### config.mk
export PLATFORM = sky130hd
export DESIGN_NAME = mem_sram_ctrl_flat
export DESIGN_NICKNAME = d
export VERILOG_FILES = /design/src/rtl/mem_sram_ctrl_if.sv /design/src/rtl/mem_sram_ctrl.sv /design/src/flat_wrapper.sv
export SDC_FILE = /design/constraint.sdc
export NUM_CORES = 1
export LEC_CHECK = 0
export ABC_CLOCK_PERIOD_IN_PS = 2100
export CORE_ASPECT_RATIO = 0.75
export CORE_MARGIN = 2
export CORE_UTILIZATION = 38
export DETAILED_ROUTE_END_ITERATION = 6
export PLACE_DENSITY_LB_ADDON = 0.12
export REMOVE_ABC_BUFFERS = 1
export SLEW_MARGIN = 40
export SYNTH_ARGS = -nofsm -noshare
export SYNTH_HDL_FRONTEND = slang
export SYNTH_SLANG_ARGS = --single-unit
### constraint.sdc
create_clock -name clk -period 2.1 [get_ports clk]
set_input_delay 0.42 -clock clk [delete_from_list [all_inputs] [get_ports clk]]
set_output_delay 0.42 -clock clk [all_outputs]
set_load 0.02 [all_outputs]
### src/rtl/mem_sram_ctrl_if.sv
// Word-oriented memory request bus between a requester and the SRAM controller.
// Latency: n/a (wiring only).
// Backpressure: requester holds mem_cs/mem_burst; the responder paces words with mem_busy/mem_ack.
interface mem_sram_ctrl_if #(
  parameter int ADDR_BITS = 24
);
  logic                 mem_cs;
  logic                 mem_we;
  logic [ADDR_BITS-3:0] mem_addr;
  logic [3:0]           mem_sel;
  logic                 mem_burst;
  logic [31:0]          mem_din;
  logic [31:0]          mem_dout;
  logic                 mem_busy;
  logic                 mem_ack;

  modport master (
    output mem_cs, mem_we, mem_addr, mem_sel, mem_burst, mem_din,
    input  mem_dout, mem_busy, mem_ack
  );

  modport slave (
    input  mem_cs, mem_we, mem_addr, mem_sel, mem_burst, mem_din,
    output mem_dout, mem_busy, mem_ack
  );
endinterface

### src/rtl/mem_sram_ctrl.sv
// Memory-side responder: runs timed access cycles on an asynchronous 32-bit SRAM, singles and bursts.
// Latency: ack READ_CYCLES+1 / WRITE_CYCLES+1 cycles after the request edge; burst word period CYCLES+2.
// Backpressure: one word in flight; requests are only sampled in IDLE or the burst load slot.
module mem_sram_ctrl #(
  parameter int ADDR_BITS      = 24,
  parameter int READ_CYCLES    = 2,
  parameter int WRITE_CYCLES   = 2,
  parameter int RECOVER_CYCLES = 1
) (
  input  logic                 clk,
  input  logic                 rst_n,
  mem_sram_ctrl_if.slave       bus,
  output logic                 sram_ce_n,
  output logic                 sram_oe_n,
  output logic                 sram_we_n,
  output logic [3:0]           sram_be_n,
  output logic [ADDR_BITS-3:0] sram_addr,
  output logic [31:0]          sram_dq_o,
  output logic                 sram_dq_oe,
  input  logic [31:0]          sram_dq_i
);

  typedef enum logic [2:0] {S_IDLE, S_READ, S_WRITE, S_ACK, S_RECOVER} state_t;

  localparam logic [3:0] RD_INIT  = 4'(READ_CYCLES - 1);
  localparam logic [3:0] WR_INIT  = 4'(WRITE_CYCLES - 1);
  localparam logic [3:0] REC_INIT = 4'(RECOVER_CYCLES - 1);

  state_t               state_q, state_d;
  logic [3:0]           cnt_q, cnt_d;
  logic                 burst_q, burst_d;
  logic                 we_q, we_d;
  logic [ADDR_BITS-3:0] addr_q, addr_d;
  logic [3:0]           be_n_q, be_n_d;
  logic [31:0]          dq_o_q, dq_o_d;
  logic [31:0]          dout_q, dout_d;
  logic                 ack_q, ack_d;
  logic                 ce_n_q, ce_n_d;
  logic                 oe_n_q, oe_n_d;
  logic                 wen_q, wen_d;
  logic                 dq_oe_q, dq_oe_d;
  logic                 load;

  // Next state, request latching, and strobes derived from the next state so every pad is a flop.
  always_comb begin
    state_d = state_q;
    cnt_d   = cnt_q;
    burst_d = burst_q;
    we_d    = we_q;
    addr_d  = addr_q;
    be_n_d  = be_n_q;
    dq_o_d  = dq_o_q;
    dout_d  = dout_q;
    load    = 1'b0;

    case (state_q)
      S_IDLE: begin
        if (bus.mem_cs) load = 1'b1;
      end
      S_READ: begin
        if (cnt_q == 4'd0) begin
          dout_d  = sram_dq_i;
          state_d = S_ACK;
        end else begin
          cnt_d = cnt_q - 4'd1;
        end
      end
      S_WRITE: begin
        if (cnt_q == 4'd0) state_d = S_ACK;
        else               cnt_d   = cnt_q - 4'd1;
      end
      S_ACK: begin
        // A continuing burst uses a single recover cycle as the slot where the next word is loaded.
        state_d = S_RECOVER;
        if (bus.mem_burst && bus.mem_cs) begin
          burst_d = 1'b1;
          cnt_d   = 4'd0;
        end else begin
          burst_d = 1'b0;
          cnt_d   = REC_INIT;
        end
      end
      S_RECOVER: begin
        if (cnt_q == 4'd0) begin
          burst_d = 1'b0;
          if (burst_q && bus.mem_cs) load    = 1'b1;
          else                       state_d = S_IDLE;
        end else begin
          cnt_d = cnt_q - 4'd1;
        end
      end
      default: state_d = S_IDLE;
    endcase

    // Direction is re-latched per word, so a burst may change between read and write.
    if (load) begin
      addr_d  = bus.mem_addr;
      be_n_d  = ~bus.mem_sel;
      dq_o_d  = bus.mem_din;
      we_d    = bus.mem_we;
      state_d = bus.mem_we ? S_WRITE : S_READ;
      cnt_d   = bus.mem_we ? WR_INIT : RD_INIT;
    end

    ce_n_d  = !((state_d == S_READ) || (state_d == S_WRITE) || (state_d == S_ACK));
    oe_n_d  = (state_d != S_READ);
    wen_d   = (state_d != S_WRITE);
    // Keep driving the pad through the ack cycle after a write for data hold time.
    dq_oe_d = (state_d == S_WRITE) || ((state_d == S_ACK) && we_d);
    ack_d   = (state_d == S_ACK);
  end

  // State, datapath and strobe registers; asynchronous reset parks the SRAM deselected.
  always_ff @(posedge clk or negedge rst_n) begin
    if (!rst_n) begin
      state_q <= S_IDLE;
      cnt_q   <= 4'd0;
      burst_q <= 1'b0;
      we_q    <= 1'b0;
      addr_q  <= '0;
      be_n_q  <= 4'hF;
      dq_o_q  <= 32'h0;
      dout_q  <= 32'h0;
      ack_q   <= 1'b0;
      ce_n_q  <= 1'b1;
      oe_n_q  <= 1'b1;
      wen_q   <= 1'b1;
      dq_oe_q <= 1'b0;
    end else begin
      state_q <= state_d;
      cnt_q   <= cnt_d;
      burst_q <= burst_d;
      we_q    <= we_d;
      addr_q  <= addr_d;
      be_n_q  <= be_n_d;
      dq_o_q  <= dq_o_d;
      dout_q  <= dout_d;
      ack_q   <= ack_d;
      ce_n_q  <= ce_n_d;
      oe_n_q  <= oe_n_d;
      wen_q   <= wen_d;
      dq_oe_q <= dq_oe_d;
    end
  end

  assign bus.mem_dout = dout_q;
  assign bus.mem_ack  = ack_q;
  assign bus.mem_busy = (state_q != S_IDLE);

  assign sram_ce_n  = ce_n_q;
  assign sram_oe_n  = oe_n_q;
  assign sram_we_n  = wen_q;
  assign sram_be_n  = be_n_q;
  assign sram_addr  = addr_q;
  assign sram_dq_o  = dq_o_q;
  assign sram_dq_oe = dq_oe_q;

endmodule

### src/flat_wrapper.sv
// flat-port wrapper written by rule: the top's interface ports become plain ports
module mem_sram_ctrl_flat 
#(
  parameter int ADDR_BITS      = 24,
  parameter int READ_CYCLES    = 2,
  parameter int WRITE_CYCLES   = 2,
  parameter int RECOVER_CYCLES = 1
)
  (clk, rst_n, sram_ce_n, sram_oe_n, sram_we_n, sram_be_n, sram_addr, sram_dq_o, sram_dq_oe, sram_dq_i, bus_mem_cs, bus_mem_we, bus_mem_addr, bus_mem_sel, bus_mem_burst, bus_mem_din, bus_mem_dout, bus_mem_busy, bus_mem_ack);
  mem_sram_ctrl_if #(.ADDR_BITS(ADDR_BITS)) bus_i ();
  input  logic clk;
  input  logic rst_n;
  output logic sram_ce_n;
  output logic sram_oe_n;
  output logic sram_we_n;
  output logic [3:0] sram_be_n;
  output logic [ADDR_BITS-3:0] sram_addr;
  output logic [31:0] sram_dq_o;
  output logic sram_dq_oe;
  input  logic [31:0] sram_dq_i;
  input wire logic [$bits(bus_i.mem_cs)-1:0] bus_mem_cs;
  input wire logic [$bits(bus_i.mem_we)-1:0] bus_mem_we;
  input wire logic [$bits(bus_i.mem_addr)-1:0] bus_mem_addr;
  input wire logic [$bits(bus_i.mem_sel)-1:0] bus_mem_sel;
  input wire logic [$bits(bus_i.mem_burst)-1:0] bus_mem_burst;
  input wire logic [$bits(bus_i.mem_din)-1:0] bus_mem_din;
  output wire logic [$bits(bus_i.mem_dout)-1:0] bus_mem_dout;
  output wire logic [$bits(bus_i.mem_busy)-1:0] bus_mem_busy;
  output wire logic [$bits(bus_i.mem_ack)-1:0] bus_mem_ack;
  assign bus_i.mem_cs = bus_mem_cs;
  assign bus_i.mem_we = bus_mem_we;
  assign bus_i.mem_addr = bus_mem_addr;
  assign bus_i.mem_sel = bus_mem_sel;
  assign bus_i.mem_burst = bus_mem_burst;
  assign bus_i.mem_din = bus_mem_din;
  assign bus_mem_dout = bus_i.mem_dout;
  assign bus_mem_busy = bus_i.mem_busy;
  assign bus_mem_ack = bus_i.mem_ack;
  mem_sram_ctrl #(.ADDR_BITS(ADDR_BITS), .READ_CYCLES(READ_CYCLES), .WRITE_CYCLES(WRITE_CYCLES), .RECOVER_CYCLES(RECOVER_CYCLES)) u_core (.clk(clk), .rst_n(rst_n), .bus(bus_i), .sram_ce_n(sram_ce_n), .sram_oe_n(sram_oe_n), .sram_we_n(sram_we_n), .sram_be_n(sram_be_n), .sram_addr(sram_addr), .sram_dq_o(sram_dq_o), .sram_dq_oe(sram_dq_oe), .sram_dq_i(sram_dq_i));
endmodule
==> flow_summary.json <==
{
  "status": "complete, but fails checks",
  "antenna_found_initial": 0,
  "route.detailed.drc": 0,
  "fin_crit_sh": 0.983,
  "cts_setup_buffers": 0,
  "violations": "hold timing",
  "grt_max_degree": 46,
  "hp-class": "input pin to asynchronous set/reset pin",
  "setup_tns_ns": 0,
  "io_pins": 191,
  "netlist_top_cells_area": "dfrtp_1 57%, nand2_1 15%, mux2_4 11%",
  "r2r_start": "u_core.cnt_q[0]",
  "clock-sinks": 104,
  "mappedNetlistArea_mm2": 0.00426,
  "max_stage_delay_ns": 0.60,
  "n_antenna_cell": 0,
  "coreArea_mm2": 0.0109,
  "root_buffer": "clkbuf_16",
  "crit_arrival_ns": 1.64,
  "drt-initial-drc-count": 119,
  "syn_area_per_cell_um2": 11.0,
  "final_layout_size_suffix_gt1_frac": 0.140,
  "reg2reg_to": "u_core.bus.mem_dout[21]",
  "rows": 33,
  "ys_ff_latch": 104,
  "hold_slack_ns": -0.00518,
  "synth_cell_type_count": 39,
  "syn_to_final_growth_pct": 57.6,
  "clk_pin_slew_ns": 0.07,
  "hold_violations": 3,
  "routed_wl_um": 10800,
  "power_density_mw_per_mm2": 1610,
  "min_period_ns": 2.06,
  "synth_top_cell_area_share": 0.569,
  "htreeDepth": 3,
  "drt_first_pass_iters": 4,
  "ff2ff_path_depth": 6,
  "report.final.setup_viol": 0,
  "slew_headroom": 0.680,
  "maxCapViolations": 0,
  "via_per_inst": 4.62,
  "chipWidth_um": 126,
  "rsz0062_at_grt": "true",
  "final_common_cell": "clkdlybuf4s50_1",
  "yosysWarnings": 0,
  "clk_latency_ns": 0.34,
  "wire_per_inst_um": 14.8,
  "rrSetupSlack_ns": 0.08,
  "final_util": 0.614,
  "start_util": 0.390,
  "design_area_mm2": 0.00672,
  "die_h_um": 95.7,
  "hpwl_um": 7830,
  "crit_end": "bus_mem_busy",
  "io_buffer_count": 190,
  "gp_congestion": 0.814,
  "overflow": 0,
  "cts_buffer_depth": 2,
  "grt_pass1_wl_um": 17300,
  "placed_area_mm2": 0.00640,
  "mostFrequentLayoutCells": "189 x clkdlybuf4s50_1, 173 x nand2_1, 96 x dfrtp_1, 30 x mux2_4, 13 x buf_4",
  "grt_pass1_vias": 3369,
  "critPathLaunchType": "flip-flop",
  "yosys.area.top_type": "dfrtp_1",
  "finClkSkew_ns": 0.0104,
  "dr_total_vias": 3379,
  "worstMarginPinSlew_ns": 0.478,
  "fmax_mhz": 485,
  "path_cells": "nor2_1 > nand2_1 > clkdlybuf4s50_1",
  "ys_seq_area_frac": 0.613,
  "detail-route-antenna-nets": 0,
  "drv_slew": 0,
  "dieArea_mm2": 0.0121,
  "peakVddDrop_mv": 0.740,
  "syn-instance-count": 388,
  "grt_usage": 0.181,
  "criticalPathCategory": "flip-flop to output pin",
  "tritoncts": "yes",
  "numCtsBuffers": 9,
  "worstPathRequired_ns": 1.68,
  "setup.worst_path.start": "u_core.state_q[0]",
  "worst_path_max_delay_cell": "clkdlybuf4s50_1",
  "cp_max_fo": 10,
  "p_leak_nw": 3.18,
  "finalNetCount": 684,
  "endpoint_kind": "output pin"
}
==> power breakdown <==
| part | switching [mW] | internal [mW] | leakage (nW) |
|---|---|---|---|
| clock network | 0.743 | 0.849 | 0.137 |
| registers | 0.550 | 3.02 | 1.26 |
| logic | 2.78 | 2.87 | 1.79 |
| total | 4.07 | 6.74 | 3.18 |
==> sequential cells by signal (all words and copies together), names as in the netlist, 3 cells and up <==
register and count:
u_core.bus.mem_dout 32, u_core.cnt_q 4, u_core.sram_addr 22, u_core.sram_be_n 4
u_core.sram_dq_o 32, u_core.state_q 3
==> Yosys cell counts (all sizes together) <==
library cell / n
o22ai: 1
xor2: 1
buf: 8
mux2: 32
clkbuf: 12
o21ai: 7
or3: 1
nand3b: 1
o31ai: 1
nand2b: 2
and4bb: 1
nor2: 6
inv: 5
ha: 2
nand2: 173
o21bai: 1
or3b: 2
o32a: 1
a21oi: 3
a211oi: 1
or2: 3
o211a: 2
nor3b: 4
o211ai: 4
nor2b: 1
o311ai: 1
and2: 1
a311oi: 2
nor3: 3
nor4b: 1
a31oi: 1
dfrtp: 97
dfstp: 7
==> area by class of cell <==
type | count | area, um^2
Clock buffer | 11 | 243
Clock inverter | 5 | 38.8
Fill cell | 887 | 4220
Tap cell | 140 | 175
Sequential cell | 104 | 2610
Timing Repair Buffer | 208 | 2120
Inverter | 5 | 18.8
Multi-Input combinational cell | 259 | 1510
==> repair_timing <==
action,in CTS,in global routing
endpoints found under the setup margin,32,2
resized for setup,3,0
gates cloned,1,0
hold buffers,0,0
==> kinds of logic after synthesis <==
| group | after synthesis | synth area share |
|---|---|---|
| simple gates | 199 | 0.191 |
| buf+inv | 25 | 0.0358 |
| compound gates | 25 | 0.0414 |
| fa+ha+maj | 2 | 0.00587 |
| xor+xnor | 1 | 0.00205 |
| mux | 32 | 0.111 |
| flops | 104 | 0.613 |
==> routing by layer <==
metal  part of all wire  up-vias  GRT usage
met3               0.11        9     0.0862
met5                  0        -          0
met1               0.46     1579      0.245
li1                   -     1651          -
met4             0.0086        0     0.0339
met2               0.42      140      0.270
==> how the worst min path moves through the flow <==
stage                     start                      end  slack, ns  cells past startpoint
final                     rst_n  u_core.bus.mem_dout[30]     -0.005                      1
after detailed placement  rst_n  u_core.bus.mem_dout[30]       0.37                      1
after global placement    rst_n  u_core.bus.mem_dout[19]       0.37                      1
after CTS                 rst_n   u_core.bus.mem_dout[4]      0.003                      1
after floorplan           rst_n           u_core.burst_q       0.12                      0
after global routing      rst_n  u_core.bus.mem_dout[30]       0.01                      1
==> per-stage QoR <==
stage	cells	total power [mW]	worst slack (ns)
after floorplan	368	6.48	-0.786
after global placement	715	9.13	0.00294
after detailed placement	715	9.25	-0.0208
after CTS	732	10.9	0.0283
after global routing	732	11.5	-0.0706
final	732	10.8	0.0362
==> worst max-delay path, delay by kind of cell (launching register included) <==
kind                   cells  cell delay, ns
buffers and inverters      1            0.60
DFF                        1            0.52
and+or+nand+nor            2            0.19
No activity file was read; power rests on OpenSTA's default activity.
